--- src/rtl/traffic_light_timer_if.sv ---
// Timer/FSM handshake bundle for traffic_light_timer.
// Optional time_bcd signal is present only when TRAFFIC_TIMER_BCD_EN is defined.
interface traffic_light_timer_if #(
    parameter int unsigned CNT_W = 7
);
    logic [1:0]       current_state;
    logic             timer_load;
    logic             timer_zero;
    logic [CNT_W-1:0] time_left;
    logic             tick_1hz;
`ifdef TRAFFIC_TIMER_BCD_EN
    logic [7:0]       time_bcd;

    // FSM side drives state/load and observes the countdown.
    modport master (
        output current_state, timer_load,
        input  timer_zero, time_left, tick_1hz, time_bcd
    );

    // Timer side.
    modport slave (
        input  current_state, timer_load,
        output timer_zero, time_left, tick_1hz, time_bcd
    );
`else
    // FSM side drives state/load and observes the countdown.
    modport master (
        output current_state, timer_load,
        input  timer_zero, time_left, tick_1hz
    );

    // Timer side.
    modport slave (
        input  current_state, timer_load,
        output timer_zero, time_left, tick_1hz
    );
`endif
endinterface

--- src/rtl/traffic_light_timer.sv ---
// Phase countdown timer for the traffic light FSM.
// A prescaler divides clk down to a 1 s tick; the seconds counter loads the
// duration of the current phase on timer_load and counts down on each tick,
// pulsing timer_zero on the tick that ends the phase.
// Optional feature: define TRAFFIC_TIMER_BCD_EN to add a registered BCD copy
// of time_left on time_bcd.
module traffic_light_timer #(
    parameter int unsigned TICK_DIV    = 10_000_000,
    parameter int unsigned GREEN_TIME  = 15,
    parameter int unsigned YELLOW_TIME = 3,
    parameter int unsigned RED_TIME    = 18,
    parameter int unsigned CNT_W       = 7
) (
    input logic                  clk,
    input logic                  rst_n,
    traffic_light_timer_if.slave tmr
);

    localparam int unsigned PW = (TICK_DIV > 1) ? $clog2(TICK_DIV) : 1;
    localparam logic [PW-1:0]    PrescMax  = PW'(TICK_DIV - 1);
    localparam logic [CNT_W-1:0] GreenDur  = CNT_W'(GREEN_TIME);
    localparam logic [CNT_W-1:0] YellowDur = CNT_W'(YELLOW_TIME);
    localparam logic [CNT_W-1:0] RedDur    = CNT_W'(RED_TIME);

    // Parameter sanity checks at elaboration.
    if (TICK_DIV < 2) begin : g_bad_tick_div
        $error("TICK_DIV must be >= 2");
    end
    if (GREEN_TIME == 0 || YELLOW_TIME == 0 || RED_TIME == 0) begin : g_bad_dur_zero
        $error("phase durations must be non-zero");
    end
    if (GREEN_TIME > 99 || YELLOW_TIME > 99 || RED_TIME > 99) begin : g_bad_dur_big
        $error("phase durations must be <= 99");
    end
    if (CNT_W < 7) begin : g_bad_cnt_w
        $error("CNT_W must be wide enough to hold 99");
    end

    typedef enum logic [1:0] {
        StGreen   = 2'b00,
        StYellow  = 2'b01,
        StRed     = 2'b10,
        StIllegal = 2'b11
    } light_e;

    light_e           light;
    logic [PW-1:0]    presc_q, presc_d;
    logic [CNT_W-1:0] left_q, left_d;
    logic [CNT_W-1:0] load_dur;
    logic             tick;

    assign light = light_e'(tmr.current_state);
    assign tick  = (presc_q == PrescMax);

    // Duration lookup; the illegal encoding falls back to RED as the safe phase.
    always_comb begin
        load_dur = RedDur;
        unique case (light)
            StGreen:   load_dur = GreenDur;
            StYellow:  load_dur = YellowDur;
            StRed:     load_dur = RedDur;
            StIllegal: load_dur = RedDur;
        endcase
    end

    // Next state: load beats decrement; the counter sticks at zero until reloaded.
    always_comb begin
        presc_d = tick ? '0 : presc_q + PW'(1);
        left_d  = left_q;
        if (tmr.timer_load) begin
            presc_d = '0;
            left_d  = load_dur;
        end else if (tick && (left_q != '0)) begin
            left_d = left_q - CNT_W'(1);
        end
    end

    // Prescaler and seconds counter; reset matches the FSM's GREEN reset state.
    always_ff @(posedge clk or negedge rst_n) begin
        if (!rst_n) begin
            presc_q <= '0;
            left_q  <= GreenDur;
        end else begin
            presc_q <= presc_d;
            left_q  <= left_d;
        end
    end

    assign tmr.tick_1hz   = tick;
    assign tmr.time_left  = left_q;
    assign tmr.timer_zero = tick && (left_q == CNT_W'(1)) && !tmr.timer_load;

`ifdef TRAFFIC_TIMER_BCD_EN
    function automatic logic [7:0] to_bcd(input logic [CNT_W-1:0] v);
        logic [CNT_W-1:0] tens;
        logic [CNT_W-1:0] units;
        tens  = v / CNT_W'(10);
        units = v % CNT_W'(10);
        return {tens[3:0], units[3:0]};
    endfunction

    logic [7:0] bcd_q;

    // BCD display copy, one cycle behind time_left.
    always_ff @(posedge clk or negedge rst_n) begin
        if (!rst_n) begin
            bcd_q <= to_bcd(GreenDur);
        end else begin
            bcd_q <= to_bcd(left_q);
        end
    end

    assign tmr.time_bcd = bcd_q;
`endif

endmodule
--- src/flat_wrapper.sv ---
// flat-port wrapper written by rule: the top's interface ports become plain ports
module traffic_light_timer_flat 
#(
    parameter int unsigned TICK_DIV    = 10_000_000,
    parameter int unsigned GREEN_TIME  = 15,
    parameter int unsigned YELLOW_TIME = 3,
    parameter int unsigned RED_TIME    = 18,
    parameter int unsigned CNT_W       = 7
)
  (clk, rst_n, tmr_current_state, tmr_timer_load, tmr_timer_zero, tmr_time_left, tmr_tick_1hz);
  traffic_light_timer_if #(.CNT_W(CNT_W)) tmr_i ();
  input logic clk;
  input logic rst_n;
  input wire logic [$bits(tmr_i.current_state)-1:0] tmr_current_state;
  input wire logic [$bits(tmr_i.timer_load)-1:0] tmr_timer_load;
  output wire logic [$bits(tmr_i.timer_zero)-1:0] tmr_timer_zero;
  output wire logic [$bits(tmr_i.time_left)-1:0] tmr_time_left;
  output wire logic [$bits(tmr_i.tick_1hz)-1:0] tmr_tick_1hz;
  assign tmr_i.current_state = tmr_current_state;
  assign tmr_i.timer_load = tmr_timer_load;
  assign tmr_timer_zero = tmr_i.timer_zero;
  assign tmr_time_left = tmr_i.time_left;
  assign tmr_tick_1hz = tmr_i.tick_1hz;
  traffic_light_timer #(.TICK_DIV(TICK_DIV), .GREEN_TIME(GREEN_TIME), .YELLOW_TIME(YELLOW_TIME), .RED_TIME(RED_TIME), .CNT_W(CNT_W)) u_core (.clk(clk), .rst_n(rst_n), .tmr(tmr_i));
endmodule
--- config.mk ---
export PLATFORM = sky130hd
export DESIGN_NAME = traffic_light_timer_flat
export DESIGN_NICKNAME = d
export VERILOG_FILES = /design/src/rtl/traffic_light_timer_if.sv /design/src/rtl/traffic_light_timer.sv /design/src/flat_wrapper.sv
export SDC_FILE = /design/constraint.sdc
export NUM_CORES = 1
export LEC_CHECK = 0
export CAP_MARGIN = 20
export CORE_ASPECT_RATIO = 1.25
export CORE_MARGIN = 8
export CORE_UTILIZATION = 35
export DETAILED_ROUTE_END_ITERATION = 6
export GPL_TIMING_DRIVEN = 1
export SLEW_MARGIN = 20
export SYNTH_ARGS = -nofsm -noshare
export SYNTH_HDL_FRONTEND = slang
export SYNTH_SLANG_ARGS = --single-unit
--- constraint.sdc ---
create_clock -name clk -period 2.5 [get_ports clk]
set_input_delay 0.25 -clock clk [delete_from_list [all_inputs] [get_ports clk]]
set_output_delay 0.25 -clock clk [all_outputs]
set_load 0.02 [all_outputs]
==> impl_metrics.csv, run 1 <==
group,metric,value,unit
route,ant_nets,0,
route,wire_per_inst,15.1,um
setup_path,r2r_start,"u_core.presc_q[17]",
synth,ys_seq_area_share,44.0,%
synth,synth_top_cells_by_count,"dfrtp_1 (27), nor2_1 (22), nand2_1 (13)",
power,intPower,0.804,mW
outcome,status,"finished clean",
layout,post-route-util,43.5,%
place,place.gp.congestion,0.812,
clock_tree,cts_tree,"yes",
die,pin_count,14,
die,rows,29,
sta,period_minus_slack,2.34,ns
clock_tree,path_clk_slew,0.06,ns
power,ir_worst_vdd,0.000239,V
clock_tree,cts_buffers,5,
setup_path,worstSetupPathType,"reg -> out",
place,io_buffers,13,
synth,avgSynthCellArea,9.25,sq um
route,drt_pre_antenna_iters,4,
setup_path,critPathMaxFanout,2,
synth,ys_warn_count,0,
global_routing,first_global_vias,1536,
setup_path,cp_cell_sequence,"or4_1 > nor4_2 > and2_1 > and4_1 > dlygate4sd2_1",
sta,setup_violations,0,
job,cap_viol_max_count,0,
sta,fmax,426,MHz
synth,synth-edff-count,0,
synth,synth_ff_type,"dfrtp_1",
die,core,4970,sq um
setup_path,cp_top_family,"simple AND/OR/NAND/NOR gates",
synth,synth_cell_types,43,
synth,yosys.area.top_type,"dfrtp_1",
die,dieArea,7620,sq um
place,dp_hpwl,3.19,mm
setup_path,max_stage_delay,0.56,ns
setup_path,cp.arrival,2.09,ns
layout,drive_gt1_share,15.0,%
synth,synth-seq-cells,31,
setup_path,cp.required,2.25,ns
power,power_density,483,nW/um^2
global_routing,antenna_found_initial,0,
synth,yosysTopAreaCellShare,38.1,%
setup_path,crit_start,"u_core.presc_q[17]",
power,p_switching,0.240,mW
setup_path,critPathLaunchType,"flip-flop",
setup_path,crit_path_end_kind,"output pin",
global_routing,grt-ovfl-total,0,
global_routing,grt_pass1_wl,7.19,mm
die,initial_core_util,35.7,%
sta,worstMarginPinSlew,0.433,ns
setup_path,r2r_slack,0.28,ns
sta,finalSetupTns,0,ns
global_routing,grt_max_degree,32,
die,die_w,79.7,um
sta,hold_viol_final,0,
clock_tree,cts_sinks,31,
power,p_sw_share,23.0,%
sta,fin_skew,0.00263,ns
route,vias,1561,
layout,diodes,0,
sta,post-route-period-util,93.8,%
sta,slew-limit-headroom,70.7,%
layout,instances_no_fill,282,
die,dieHeight,95.6,um
route,drcViolationCount,0,
worst_hold_path,min_path_type,"in -> async",
clock_tree,cts.htree.levels,2,
power,combPwrFrac,8.3,%
clock_tree,cts_setup_buffers,0,
layout,area_growth,21.7,%
power,p_seq_share,50.8,%
clock_tree,cts-root-buf,"clkbuf_8",
sta,rsz0062_at_grt,"false",
power,p_leak,0.892,nW
synth,synthesis.nets,200,
place,dp_cells,274,
synth,yosysMostFrequentCell,"dfrtp_1",
power,clockPowerShare,40.9,%
synth,async_flop_share,100,%
synth,ys_top_cells_by_area,"dfrtp_1 (38%), dfstp_2 (5.9%), nor2_1 (4.7%)",
clock_tree,clk_latency,0.28,ns
setup_path,crit_slowest_cell,"or4_1",
synth,syn_inst,192,
setup_path,crit_buf_inv,1,
route,drt-initial-drc-count,44,
layout,fin_nets,227,
clock_tree,ctsLongestPathBuffers,2,
route,viasPerCell,5.54,
sta,finalMaxSlewViolations,0,
route,routed_wl,4.27,mm
global_routing,track_usage,12.2,%
synth,synth_area,1780,sq um
worst reg2reg max path: cells and delay by family, from the launching register on:
family / cells / cell delay, ns
flip-flops: 1 / 0.37
multiplexers: 1 / 0.36
AND/OR/NAND/NOR: 3 / 1.37
layout make-up:
type                       instances  area, sq um
multi-input combinational        148          943
tap                               62         77.6
fill                             509         2810
sequential                        31          781
inverter                           6         22.5
timing repair buffer              27          236
clock buffer                       8          100
layer usage:
metal	part of all wire, %	track usage (%)	vias up
met5	0	0	-
met4	4.0	8.05	0
met3	5.0	3.49	12
met2	49	20.7	35
met1	42	12.9	739
li1	-	-	775
sequential cells by signal, indices dropped and copies added, names as in the netlist:
register and flops:
u_core.presc_q 24, u_core.tmr.time_left 7
stage by stage:
stage	worst slack, ns	hold WS [ns]	power [mW]	area [sq um]
floorplan	0.168	-0.0456	0.580	1780
global placement	0.169	0.519	0.627	2060
detailed placement	0.161	0.529	0.628	2060
CTS	0.0169	0.384	1.06	2160
global route	0.0158	0.420	1.09	2160
finish	0.155	0.372	1.04	2160
timing repair:
action | 4_1_cts | 5_1_grt
setup endpoints to repair | 1 | 1
endpoints found under the hold margin | 0 | 0
hold buffers | 0 | 0
resized for setup | 1 | 1
layout by cell type, fill, tap and decap left out, types with 4 or more instances in the layout:
cell type        Yosys  routed
a21oi_1             10      10
xnor2_1              6       6
nand2_1             13      13
nor4_1               4       4
nand4_1              8       8
dfstp_2              4       4
dfrtp_1             27      27
or3_1                6       6
clkbuf_8             0       7
o21ai_0              9       9
clkdlybuf4s50_1      0      11
buf_4                0      14
nand3_1             11      11
and4_1               6       6
or4_1                7       7
nor2_1              22      22
inv_1                6       6
xor2_1               6       6
power by group through the flow:
stage	clock network [mW]	logic [mW]	registers, mW
global placement	0	0.0882	0.539
CTS	0.441	0.0893	0.530
global route	0.458	0.0986	0.533
floorplan	0	0.0358	0.544
finish	0.427	0.0866	0.531
detailed placement	0	0.0888	0.539
logic make-up (layout without fill, tap and decap cells):
family	after synthesis	after routing	synth area share [%]
muxes	2	2	1.20
xor gates and xnor gates	12	12	5.92
buffers and inverters	13	41	2.89
DFF	31	31	44.0
adders and majority gates	3	3	2.11
AOI/OAI and AO/OA	33	33	11.4
and+or+nand+nor	98	98	32.5
worst paths after layout:
check                                     endpoint  cells after the start
max                                 tmr_timer_zero                      5
min                        u_core.tmr.time_left[6]                      2
max reg2reg                u_core.tmr.time_left[5]                      4
min reg2reg                      u_core.presc_q[0]                      1
max in group asynchronous  u_core.tmr.time_left[2]                      2
min in group clk                 u_core.presc_q[0]                      1
(Power assumes the default switching activity.)
==> run 2: changes to the inputs <==
--- a/constraint.sdc
+++ b/constraint.sdc
@@ -3,2 +3,2 @@
 set_output_delay 0.25 -clock clk [all_outputs]
-set_load 0.02 [all_outputs]
+set_load 0.01 [all_outputs]
==> run 2 against run 1 <==
  * Flip-flop and latch count did not move
  * Register-to-register slack barely moved
  * Highest routed layer unchanged
  * Sequential power barely moved
==> impl_metrics.csv, run 2 (synthesis results as in run 1) <==
group,metric,value,unit
sta,holdWs,0.367,ns
setup_path,critPathLaunchType,"flip-flop",
power,power_density,488,nW/um^2
setup_path,critPathMaxFanout,5,
die,dieArea,7620,sq um
setup_path,cp.arrival,2.09,ns
route,viasPerCell,5.56,
die,die_w,79.7,um
clock_tree,clk_latency,0.28,ns
die,pin_count,14,
global_routing,first_global_vias,1523,
global_routing,grt_pass1_wl,7.22,mm
sta,setup_violations,0,
clock_tree,cts_buffers,5,
layout,layout_commonest_cell,"dfrtp_1",
power,combPwrFrac,7.7,%
sta,hold_viol_final,0,
power,intPower,0.803,mW
layout,drive_gt1_share,14.3,%
setup_path,worstSetupPathType,"reg -> out",
clock_tree,cts_sinks,31,
sta,rsz0062_at_grt,"false",
power,p_seq_share,50.9,%
sta,fin_skew,0.00685,ns
power,p_sw_share,22.9,%
layout,final_cell_mix,"dfrtp_1 (27), nor2_1 (22), nand2_1 (13), buf_4 (12)",
setup_path,max_stage_delay,0.57,ns
place,dp_hpwl,3.03,mm
route,ant_nets,0,
place,place.gp.congestion,0.789,
sta,slew-limit-headroom,71.3,%
global_routing,grt-ovfl-total,0,
sta,fmax,428,MHz
die,core,4970,sq um
setup_path,crit_buf_inv,1,
sta,finalMaxSlewViolations,0,
sta,worstMarginPinSlew,0.424,ns
layout,regMostFlops,"u_core.presc_q",
clock_tree,ctsHoldBuffers,0,
route,routed_wl,4.13,mm
route,drt_pre_antenna_iters,4,
route,drcViolationCount,0,
sta,post-route-period-util,93.5,%
global_routing,antenna_found_initial,0,
clock_tree,cts_tree,"yes",
global_routing,grt_max_degree,32,
setup_path,crit_path_end_kind,"output pin",
setup_path,crit_slowest_cell,"or4_1",
setup_path,cp.required,2.25,ns
layout,fillers,509,
worst_hold_path,min_path_type,"in -> async",
setup_path,cp_top_family,"simple AND/OR/NAND/NOR gates",
setup_path,cp_cell_sequence,"or4_1 > nor4_2 > and2_1 > and4_1 > dlygate4sd2_1",
clock_tree,ctsLongestPathBuffers,2,
layout,area_growth,20.2,%
power,p_leak,0.860,nW
power,ir_worst_vdd,0.000241,V
global_routing,track_usage,11.9,%
power,clockPowerShare,41.4,%
die,initial_core_util,35.7,%
power,p_switching,0.239,mW
clock_tree,cts.htree.levels,2,
outcome,status,"finished clean",
sta,finalSetupTns,0,ns
layout,fin_nets,224,
die,dieHeight,95.6,um
clock_tree,cts-root-buf,"clkbuf_8",
die,rows,29,
layout,largest_register_ffs,24,
sta,period_minus_slack,2.34,ns
layout,diodes,0,
route,wire_per_inst,14.8,um
place,io_buffers,13,
clock_tree,path_clk_slew,0.07,ns
route,vias,1552,
job,cap_viol_max_count,0,
route,drt-initial-drc-count,102,
-- run 2: per-layer routing --
| layer | part of all wire, % | vias up | GRT usage (%) |
|---|---|---|---|
| li1 | - | 769 | - |
| met1 | 41 | 739 | 13.2 |
| met2 | 51 | 39 | 21.2 |
| met3 | 6.0 | 5 | 3.21 |
| met4 | 1.3 | 0 | 4.33 |
| met5 | 0 | - | 0 |
-- run 2: repair_timing --
| action | CTS | global route |
|---|---|---|
| pin swaps | 2 | 1 |
| endpoints found under the setup margin | 1 | 1 |
| gates resized for setup | 2 | 0 |
| setup buffers | 2 | 0 |
-- run 2: stage by stage --
step	instances	util [%]	power, mW	setup WS [ns]	instance area, sq um
after floorplan	192	-	0.575	0.276	1780
after global placement	269	40.7	0.622	0.173	2020
after detailed placement	269	40.7	0.622	0.162	2020
after CTS	279	42.9	1.06	0.0608	2130
after global routing	279	42.9	1.09	0.0307	2130
final	279	42.9	1.04	0.162	2130
-- run 2: layout make-up --
type,count,area [sq um],area share (%)
sequential,31,781,36.6
timing repair buffer,24,209,9.79
inverter,6,22.5,1.06
multi-input combinational,148,943,44.2
tap,62,77.6,3.64
clock buffer,8,100,4.69
-- run 2: path summary, 6_finish.rpt --
kind	start	end	slack [ns]	cells after the start
min in group clk	u_core.presc_q[0]	u_core.presc_q[0]	0.54	1
worst min register to register	u_core.presc_q[0]	u_core.presc_q[0]	0.54	1
worst max-delay path	u_core.presc_q[17]	tmr_timer_zero	0.16	5
worst max register to register	u_core.presc_q[17]	u_core.tmr.time_left[5]	0.29	4
worst min-delay path	rst_n	u_core.tmr.time_left[4]	0.37	2
max in group asynchronous	rst_n	u_core.tmr.time_left[0]	1.79	2
-- run 2: power by group through the flow --
stage	sequential (mW)	clock, mW	combinational, mW
5_1_grt	0.532	0.469	0.0934
2_1_floorplan	0.539	0	0.0359
3_5_place_dp	0.539	0	0.0823
4_1_cts	0.530	0.445	0.0827
6_report	0.530	0.431	0.0803
3_3_place_gp	0.539	0	0.0821
